===== config.mk =====
export PLATFORM = sky130hd
export DESIGN_NAME = serial_adder_flat
export DESIGN_NICKNAME = d
export VERILOG_FILES = /design/src/rtl/serial_adder_pkg.sv /design/src/rtl/serial_adder_if.sv /design/src/rtl/serial_adder_fa.sv /design/src/rtl/serial_adder.sv /design/src/flat_wrapper.sv
export SDC_FILE = /design/constraint.sdc
export NUM_CORES = 1
export LEC_CHECK = 0
export BUFFER_PORTS_ARGS = -buffer_cell sky130_fd_sc_hd__clkbuf_2
export CAP_MARGIN = 20
export CELL_PAD_IN_SITES_DETAIL_PLACEMENT = 1
export CELL_PAD_IN_SITES_GLOBAL_PLACEMENT = 2
export CORE_AREA = 2 2 71 73
export CTS_BUF_LIST = sky130_fd_sc_hd__clkbuf_4
export DETAILED_ROUTE_END_ITERATION = 10
export DIE_AREA = 0 0 73 75
export HOLD_SLACK_MARGIN = 0.06
export PLACE_DENSITY = 0.91
export SLEW_MARGIN = 40
export SYNTH_ARGS = -nofsm -noshare
export SYNTH_HDL_FRONTEND = slang
export SYNTH_SLANG_ARGS = --single-unit

===== constraint.sdc =====
create_clock -name clk -period 3.55 [get_ports clk]
set_clock_uncertainty 0.1 [all_clocks]
set_input_delay 0.8875 -clock clk [delete_from_list [all_inputs] [get_ports clk]]
set_output_delay 0.8875 -clock clk [all_outputs]
set_load 0.1 [all_outputs]

===== src/rtl/serial_adder_pkg.sv =====
// rtl/serial_adder_pkg.sv - shared types and defaults for the bit-serial adder
package serial_adder_pkg;

  typedef enum logic [1:0] {
    ST_IDLE  = 2'd0,
    ST_SHIFT = 2'd1,
    ST_DONE  = 2'd2
  } state_e;

  localparam int DEFAULT_WIDTH = 8;

endpackage


===== src/rtl/serial_adder_if.sv =====
// rtl/serial_adder_if.sv - operand/result bundle between a requester and the serial adder
interface serial_adder_if #(
  parameter int WIDTH = serial_adder_pkg::DEFAULT_WIDTH
);
  logic             start;
  logic [WIDTH-1:0] a;
  logic [WIDTH-1:0] b;
  logic             carry_in;
  logic             busy;
  logic             done;
  logic [WIDTH-1:0] sum;
  logic             carry_out;

  modport master (
    output start, a, b, carry_in,
    input  busy, done, sum, carry_out
  );

  modport slave (
    input  start, a, b, carry_in,
    output busy, done, sum, carry_out
  );
endinterface


===== src/rtl/serial_adder_fa.sv =====
// rtl/serial_adder_fa.sv - 1-bit full adder cell
module fa (
  input  logic a_i,
  input  logic b_i,
  input  logic c_i,
  output logic s_o,
  output logic c_o
);
  assign s_o = a_i ^ b_i ^ c_i;
  assign c_o = (a_i & b_i) | (a_i & c_i) | (b_i & c_i);
endmodule


===== src/rtl/serial_adder.sv =====
// rtl/serial_adder.sv - LSB-first bit-serial adder: one full adder plus a registered carry
module serial_adder
  import serial_adder_pkg::*;
#(
  parameter int WIDTH = DEFAULT_WIDTH
) (
  input  logic           clk,
  input  logic           rst_n,
  serial_adder_if.slave  bus
);
  localparam int CW = (WIDTH > 1) ? $clog2(WIDTH) : 1;

  state_e           state_q, state_d;
  logic [WIDTH-1:0] a_q, a_d;
  logic [WIDTH-1:0] b_q, b_d;
  logic [WIDTH-1:0] psum_q, psum_d;
  logic [WIDTH-1:0] sum_q, sum_d;
  logic             carry_q, carry_d;
  logic             cout_q, cout_d;
  logic [CW-1:0]    cnt_q, cnt_d;
  logic             fa_s, fa_c;
  logic             last_bit;

  fa u_fa (
    .a_i (a_q[0]),
    .b_i (b_q[0]),
    .c_i (carry_q),
    .s_o (fa_s),
    .c_o (fa_c)
  );

  assign last_bit = (cnt_q == CW'(WIDTH - 1));

  always_comb begin
    state_d = state_q;
    a_d     = a_q;
    b_d     = b_q;
    psum_d  = psum_q;
    sum_d   = sum_q;
    carry_d = carry_q;
    cout_d  = cout_q;
    cnt_d   = cnt_q;
    case (state_q)
      ST_IDLE, ST_DONE: begin
        state_d = ST_IDLE;
        // DONE accepts a new start too, giving one result every WIDTH+1 cycles
        if (bus.start) begin
          state_d = ST_SHIFT;
          a_d     = bus.a;
          b_d     = bus.b;
          carry_d = bus.carry_in;
          cnt_d   = '0;
        end
      end
      ST_SHIFT: begin
        psum_d            = psum_q >> 1;
        psum_d[WIDTH-1]   = fa_s;
        a_d               = a_q >> 1;
        b_d               = b_q >> 1;
        carry_d           = fa_c;
        cnt_d             = cnt_q + CW'(1);
        if (last_bit) begin
          state_d = ST_DONE;
          sum_d   = psum_d;
          cout_d  = fa_c;
        end
      end
      default: state_d = ST_IDLE;
    endcase
  end

  always_ff @(posedge clk) begin
    if (!rst_n) begin
      state_q <= ST_IDLE;
      a_q     <= '0;
      b_q     <= '0;
      psum_q  <= '0;
      sum_q   <= '0;
      carry_q <= 1'b0;
      cout_q  <= 1'b0;
      cnt_q   <= '0;
    end else begin
      state_q <= state_d;
      a_q     <= a_d;
      b_q     <= b_d;
      psum_q  <= psum_d;
      sum_q   <= sum_d;
      carry_q <= carry_d;
      cout_q  <= cout_d;
      cnt_q   <= cnt_d;
    end
  end

  assign bus.busy      = (state_q == ST_SHIFT);
  assign bus.done      = (state_q == ST_DONE);
  assign bus.sum       = sum_q;
  assign bus.carry_out = cout_q;

endmodule


===== src/flat_wrapper.sv =====
// flat-port wrapper written by rule: the top's interface ports become plain ports
module serial_adder_flat import serial_adder_pkg::*;
#(
  parameter int WIDTH = DEFAULT_WIDTH
)
  (clk, rst_n, bus_start, bus_a, bus_b, bus_carry_in, bus_busy, bus_done, bus_sum, bus_carry_out);
  serial_adder_if #(.WIDTH(WIDTH)) bus_i ();
  input  logic clk;
  input  logic rst_n;
  input wire logic [$bits(bus_i.start)-1:0] bus_start;
  input wire logic [$bits(bus_i.a)-1:0] bus_a;
  input wire logic [$bits(bus_i.b)-1:0] bus_b;
  input wire logic [$bits(bus_i.carry_in)-1:0] bus_carry_in;
  output wire logic [$bits(bus_i.busy)-1:0] bus_busy;
  output wire logic [$bits(bus_i.done)-1:0] bus_done;
  output wire logic [$bits(bus_i.sum)-1:0] bus_sum;
  output wire logic [$bits(bus_i.carry_out)-1:0] bus_carry_out;
  assign bus_i.start = bus_start;
  assign bus_i.a = bus_a;
  assign bus_i.b = bus_b;
  assign bus_i.carry_in = bus_carry_in;
  assign bus_busy = bus_i.busy;
  assign bus_done = bus_i.done;
  assign bus_sum = bus_i.sum;
  assign bus_carry_out = bus_i.carry_out;
  serial_adder #(.WIDTH(WIDTH)) u_core (.clk(clk), .rst_n(rst_n), .bus(bus_i));
endmodule

# [Word-level counts from Yosys, hierarchy flattened]
# Index checks and enable logic that the tools add are counted.
[word_totals] elab_cells=37 input_bits=20 output_inout_bits=11 reg_bits=39
[op_classes] eq_ne=5 mux=11 n_reduce_logical=5 addsub=1 bitwise_logic=7
[op_table] cell="8-bit one-hot mux with 2 select lines" n=2
[op_table] cell="8-bit 2-to-1 mux" n=2
[op_table] cell="3-bit one-hot mux with 2 select lines" n=1
[op_table] cell="2-bit one-hot mux with 2 select lines" n=1
[op_table] cell="2-bit AND reduction" n=2
[op_table] cell="3-bit by 1-bit adder with 3-bit output, second input constant" n=1
[op_table] cell="1-bit AND" n=3
[op_table] cell="3-bit == test, second input constant" n=1
[op_table] cell="3-bit 2-to-1 mux" n=1
[op_table] cell="2-bit by 1-bit == test with 1-bit output, second input constant" n=1
[op_table] cell="2-bit == test, second input constant" n=1
[op_table] cell="2-bit logical NOT" n=1
[op_table] cell="1-bit 2-to-1 mux" n=2
[op_table] cell="2-bit 2-to-1 mux" n=1
[op_table] cell="2-bit by 1-bit inequality test with 1-bit output, second input constant" n=1
[op_table] cell="2-bit inequality test, second input constant" n=1
[op_table] cell="1-bit bitwise OR" n=2
[op_table] cell="1-bit one-hot mux with 2 select lines" n=1
[op_table] cell="2-bit nonzero test" n=1
[op_table] cell="2-bit OR reduction" n=1
[op_table] cell="1-bit XOR" n=2

# [Logic depth before layout (Yosys ltp)]
[depth] ltp_word=4 mapped_depth=6 ltp_nobuf=5

# [By module]
# Synthesis repeated with hierarchy kept, for this count alone.
[hier_totals] cells_unflattened=189 area_unflattened_um2=1665.3
[modules_own_cells] module="serial_adder" cells_per_inst=188 n_inst=1 area_each_um2=1645.3
[modules_own_cells] module="fa" cells_per_inst=1 n_inst=1 area_each_um2=20.0

# [Least setup slack after synthesis]
# No wires, ideal clock.
[synth_timing] path_kind="register -> output" start="register u_core.state_q[0]" end="output port bus_done" slack_ps=898 required_time_ps=2562 t_arrival_ps=1664 n_path_buf=0 stages_incl_launch_ff=2 cell_sequence="dfxtp_1 nor2b_1"
[synth_between] elab_chain_len=1
[synth_rtl] element="from (decl)" line_no="serial_adder.sv:13" rtl="state_e state_q, state_d;"
[synth_rtl] element="from (signal assigned)" line_no="serial_adder.sv:83" rtl="state_q <= state_d;"
[synth_rtl] element="2-bit == test" line_no="serial_adder.sv:95" rtl="assign bus.done = (state_q == ST_DONE);"
[synth_rtl] element="to (decl)" line_no="flat_wrapper.sv:15" rtl="output wire logic [$bits(bus_i.done)-1:0] bus_done;"
# Every way passes these cells.

# [Worst setup path in the final report]
[layout_timing] start="register u_core.state_q[0]" end="output port bus_busy"
[layout_between] elab_chain_len=1
[layout_rtl] element="2-bit by 1-bit == test with 1-bit output" line_no="serial_adder.sv:94" rtl="assign bus.busy = (state_q == ST_SHIFT);"
[layout_rtl] element="to (decl)" line_no="flat_wrapper.sv:14" rtl="output wire logic [$bits(bus_i.busy)-1:0] bus_busy;"
# Every way passes these cells.

==> flow_summary.toml <==
[worst_setup_path]
required_ns = 2.56
path_cells = "nand2b_1, clkinv_2, clkbuf_2"
critPathCapture = "bus_busy"
critical_path.slowest_cell = "clkbuf_2"
cp-start-kind = "flip-flop"
critPathCaptureType = "output pin"
cpPeakStageDelay_ns = 0.52
rrSetupSlack_ns = 1.60
worstRegToRegCells = 5
arrival_ns = 1.63
startpoint = "u_core.state_q[0]$_SDFFE_PN0P_"
r2r_end = "u_core.bus.sum[3]$_SDFFE_PN0P_"
cp_max_fo = 20
reg2reg_from = "u_core.cnt_q[0]$_SDFFE_PN0P_"
worst-setup-path-type = "reg2out"

[cts]
postCtsSetupBuffers = 0
clock-root-buffer = "clkbuf_4"
postCtsResizedCells = 0
clock-sinks = 38
clock_path_buffers = 2
cts_tree = "built"
h-tree-depth = 2
path_clk_slew_ns = 0.12
cts_made_buffers = 5
clock_latency_ns = 0.34
cts_hold_buf = 0

[yosys]
ys_seq_area_share_pct = 45.7
synthDistinctLibCells = 25
synth_fa_ha_area_share_pct = 2.71
synth_simple_gate_area_share_pct = 22.8
synthesis.instances = 189
yosysWarnings = 0
ys_ff_latch = 38
yosys.area_share.xor_xnor_pct = 0
syn_area_um2 = 1660
synthMuxAreaShare_pct = 0
synth-compound-area-share_pct = 22.0
avgSynthCellArea_um2 = 8.80
synth.net_count = 212
synth_top_family_by_area = "simple AND/OR/NAND/NOR gates"

[cells_and_area]
num-fill-cells = 567
final_cells = 267
seqCellArea_um2 = 761
mostFrequentLayoutCells = "nand2_1, dfxtp_1, clkbuf_2, o21ai_0, a31oi_1"
drive_gt1_share_pct = 27.2
synthToLayoutAreaGrowth_pct = 10.8
antennaDiodeCount = 0
multiInputGateArea_um2 = 790
num-nets-final = 235
final_common_cell = "nand2_1"

[detailed_routing]
wirelength_mm = 3.27
ant_nets = 0
drtIter0Drc = 66
wire_per_inst_um = 12.2
num_vias = 1321
drc = 0
dr.pass1.iters = 4
via_per_inst = 4.95

[placed_design]
dp_hpwl_mm = 2.11
place.port_buffers = 30
place_congestion = 0.706
placed_cells = 259

[floorplanning]
die_w_um = 73
fp.dieArea_um2 = 5480
die_h_um = 75
std_cell_rows = 25
core-area_um2 = 4660
start_util_pct = 35.7
io_pins = 31

[power_and_ir_drop]
cellLeakagePower_nw = 0.695
max-vdd-ir-drop_uv = 155
power.density_nw_per_um2 = 421

[global_routing]
track_usage_pct = 13.0
overflow = 0
grt_pass1_vias = 1252
grt_pass1_wl_mm = 5.49
grt_start_max_net_pins = 45
antenna_found_initial = 0

[sta]
min_period_ns = 2.62
slew_headroom_pct = 48.0
rsz0062_at_grt = "no"
setup_violations = 0
hold_viol = 0
setup_tns_ns = 0
max_freq_mhz = 382
worst_pin_slew_ns = 0.780
fin_crit_sh_pct = 73.7
whs_ns = 0.366
slew_violations = 0

[flow_run]
drv_cap = 0

[outcome]
outcome = "complete, no violations"

[worst_hold_path]
min-delay-path-class = "reg2reg"
-- logic make-up (layout without fill, tap and decap cells) --
logic type,count (synthesis),after routing
simple gates,79,79
compound gates,52,52
flops,38,38
buf+inv,17,41
fa+ha+maj,3,3
-- per-layer routing --
metal | part of all wire, % | GRT usage [%] | up-vias
met2 | 47 | 21.6 | 21
met3 | 2.5 | 2.81 | 2
met4 | 0.52 | 6.17 | 0
met1 | 50 | 16.0 | 610
met5 | 0 | 0 | -
li1 | - | - | 688
-- area by class of cell --
cell class | count | area share (%)
Multi-Input combinational cell | 134 | 42.9
Sequential cell | 38 | 41.3
Timing Repair Buffer | 32 | 8.97
Tap cell | 54 | 3.67
Clock buffer | 5 | 2.04
Clock inverter | 3 | 0.883
Inverter | 1 | 0.272
-- stage by stage --
step	power (mW)	instance area, µm²	util [%]	setup WS, ns
after CTS	0.792	1840	39.5	0.900
final	0.775	1840	39.5	0.934
after global routing	0.826	1840	39.5	0.843
after floorplan	0.550	1660	-	0.898
after global placement	0.566	1790	38.4	1.33
after detailed placement	0.569	1790	38.4	1.31
-- critical path, delay by kind of cell, from the launching register on --
family                 cells  cell delay [ns]
and+or+nand+nor            1             0.10
DFF                        1             0.40
buffers and inverters      2             0.78
-- flip-flops by register name (all words and copies together) (netlist names) --
name,count
u_core.state_q,2
u_core.bus.carry_out,1
u_core.carry_q,1
u_core.a_q,8
u_core.cnt_q,3
u_core.bus.sum,8
u_core.b_q,8
u_core.psum_q,7
-- where the power goes --
part	internal, mW	switching, mW
sequential	0.448	0.0128
combinational	0.0353	0.0612
clock	0.0737	0.144
-- worst min path at each step --
stage,depth (start not counted),to,slack (ns),start
2_1_floorplan,2,u_core.bus.sum[0]$_SDFFE_PN0P_,0.34,u_core.psum_q[1]$_SDFFE_PN0P_
5_1_grt,2,u_core.bus.sum[0]$_SDFFE_PN0P_,0.38,u_core.psum_q[1]$_SDFFE_PN0P_
3_5_place_dp,2,u_core.bus.sum[0]$_SDFFE_PN0P_,0.35,u_core.psum_q[1]$_SDFFE_PN0P_
4_1_cts,2,u_core.bus.sum[0]$_SDFFE_PN0P_,0.37,u_core.psum_q[1]$_SDFFE_PN0P_
3_3_place_gp,2,u_core.bus.sum[0]$_SDFFE_PN0P_,0.35,u_core.psum_q[1]$_SDFFE_PN0P_
6_report,2,u_core.bus.sum[0]$_SDFFE_PN0P_,0.37,u_core.psum_q[1]$_SDFFE_PN0P_
-- Yosys cell counts --
cell      count  area [µm²]
nand2b_1      2        12.5
a21boi_1      9        67.6
and2_1        1        6.26
clkbuf_2      1        5.00
clkinv_2      1        5.00
o21ai_0      16        80.1
nand3_1       4        20.0
ha_1          2        25.0
o21a_1        1        7.51
dfxtp_1      38         761
nor2b_1       2        12.5
clkbuf_1      4        15.0
nand2_1      57         214
buf_2         4        20.0
fa_1          1        20.0
buf_8         1        15.0
nand3_2       9        90.1
nand3b_1      1        7.51
a31oi_1      15        93.8
a21boi_0      2        15.0
buf_6         2        22.5
buf_4         4        30.0
a21boi_2      9         101
and3_1        2        12.5
nor2_1        1        3.75
No activity file was read; power rests on OpenSTA's default activity.
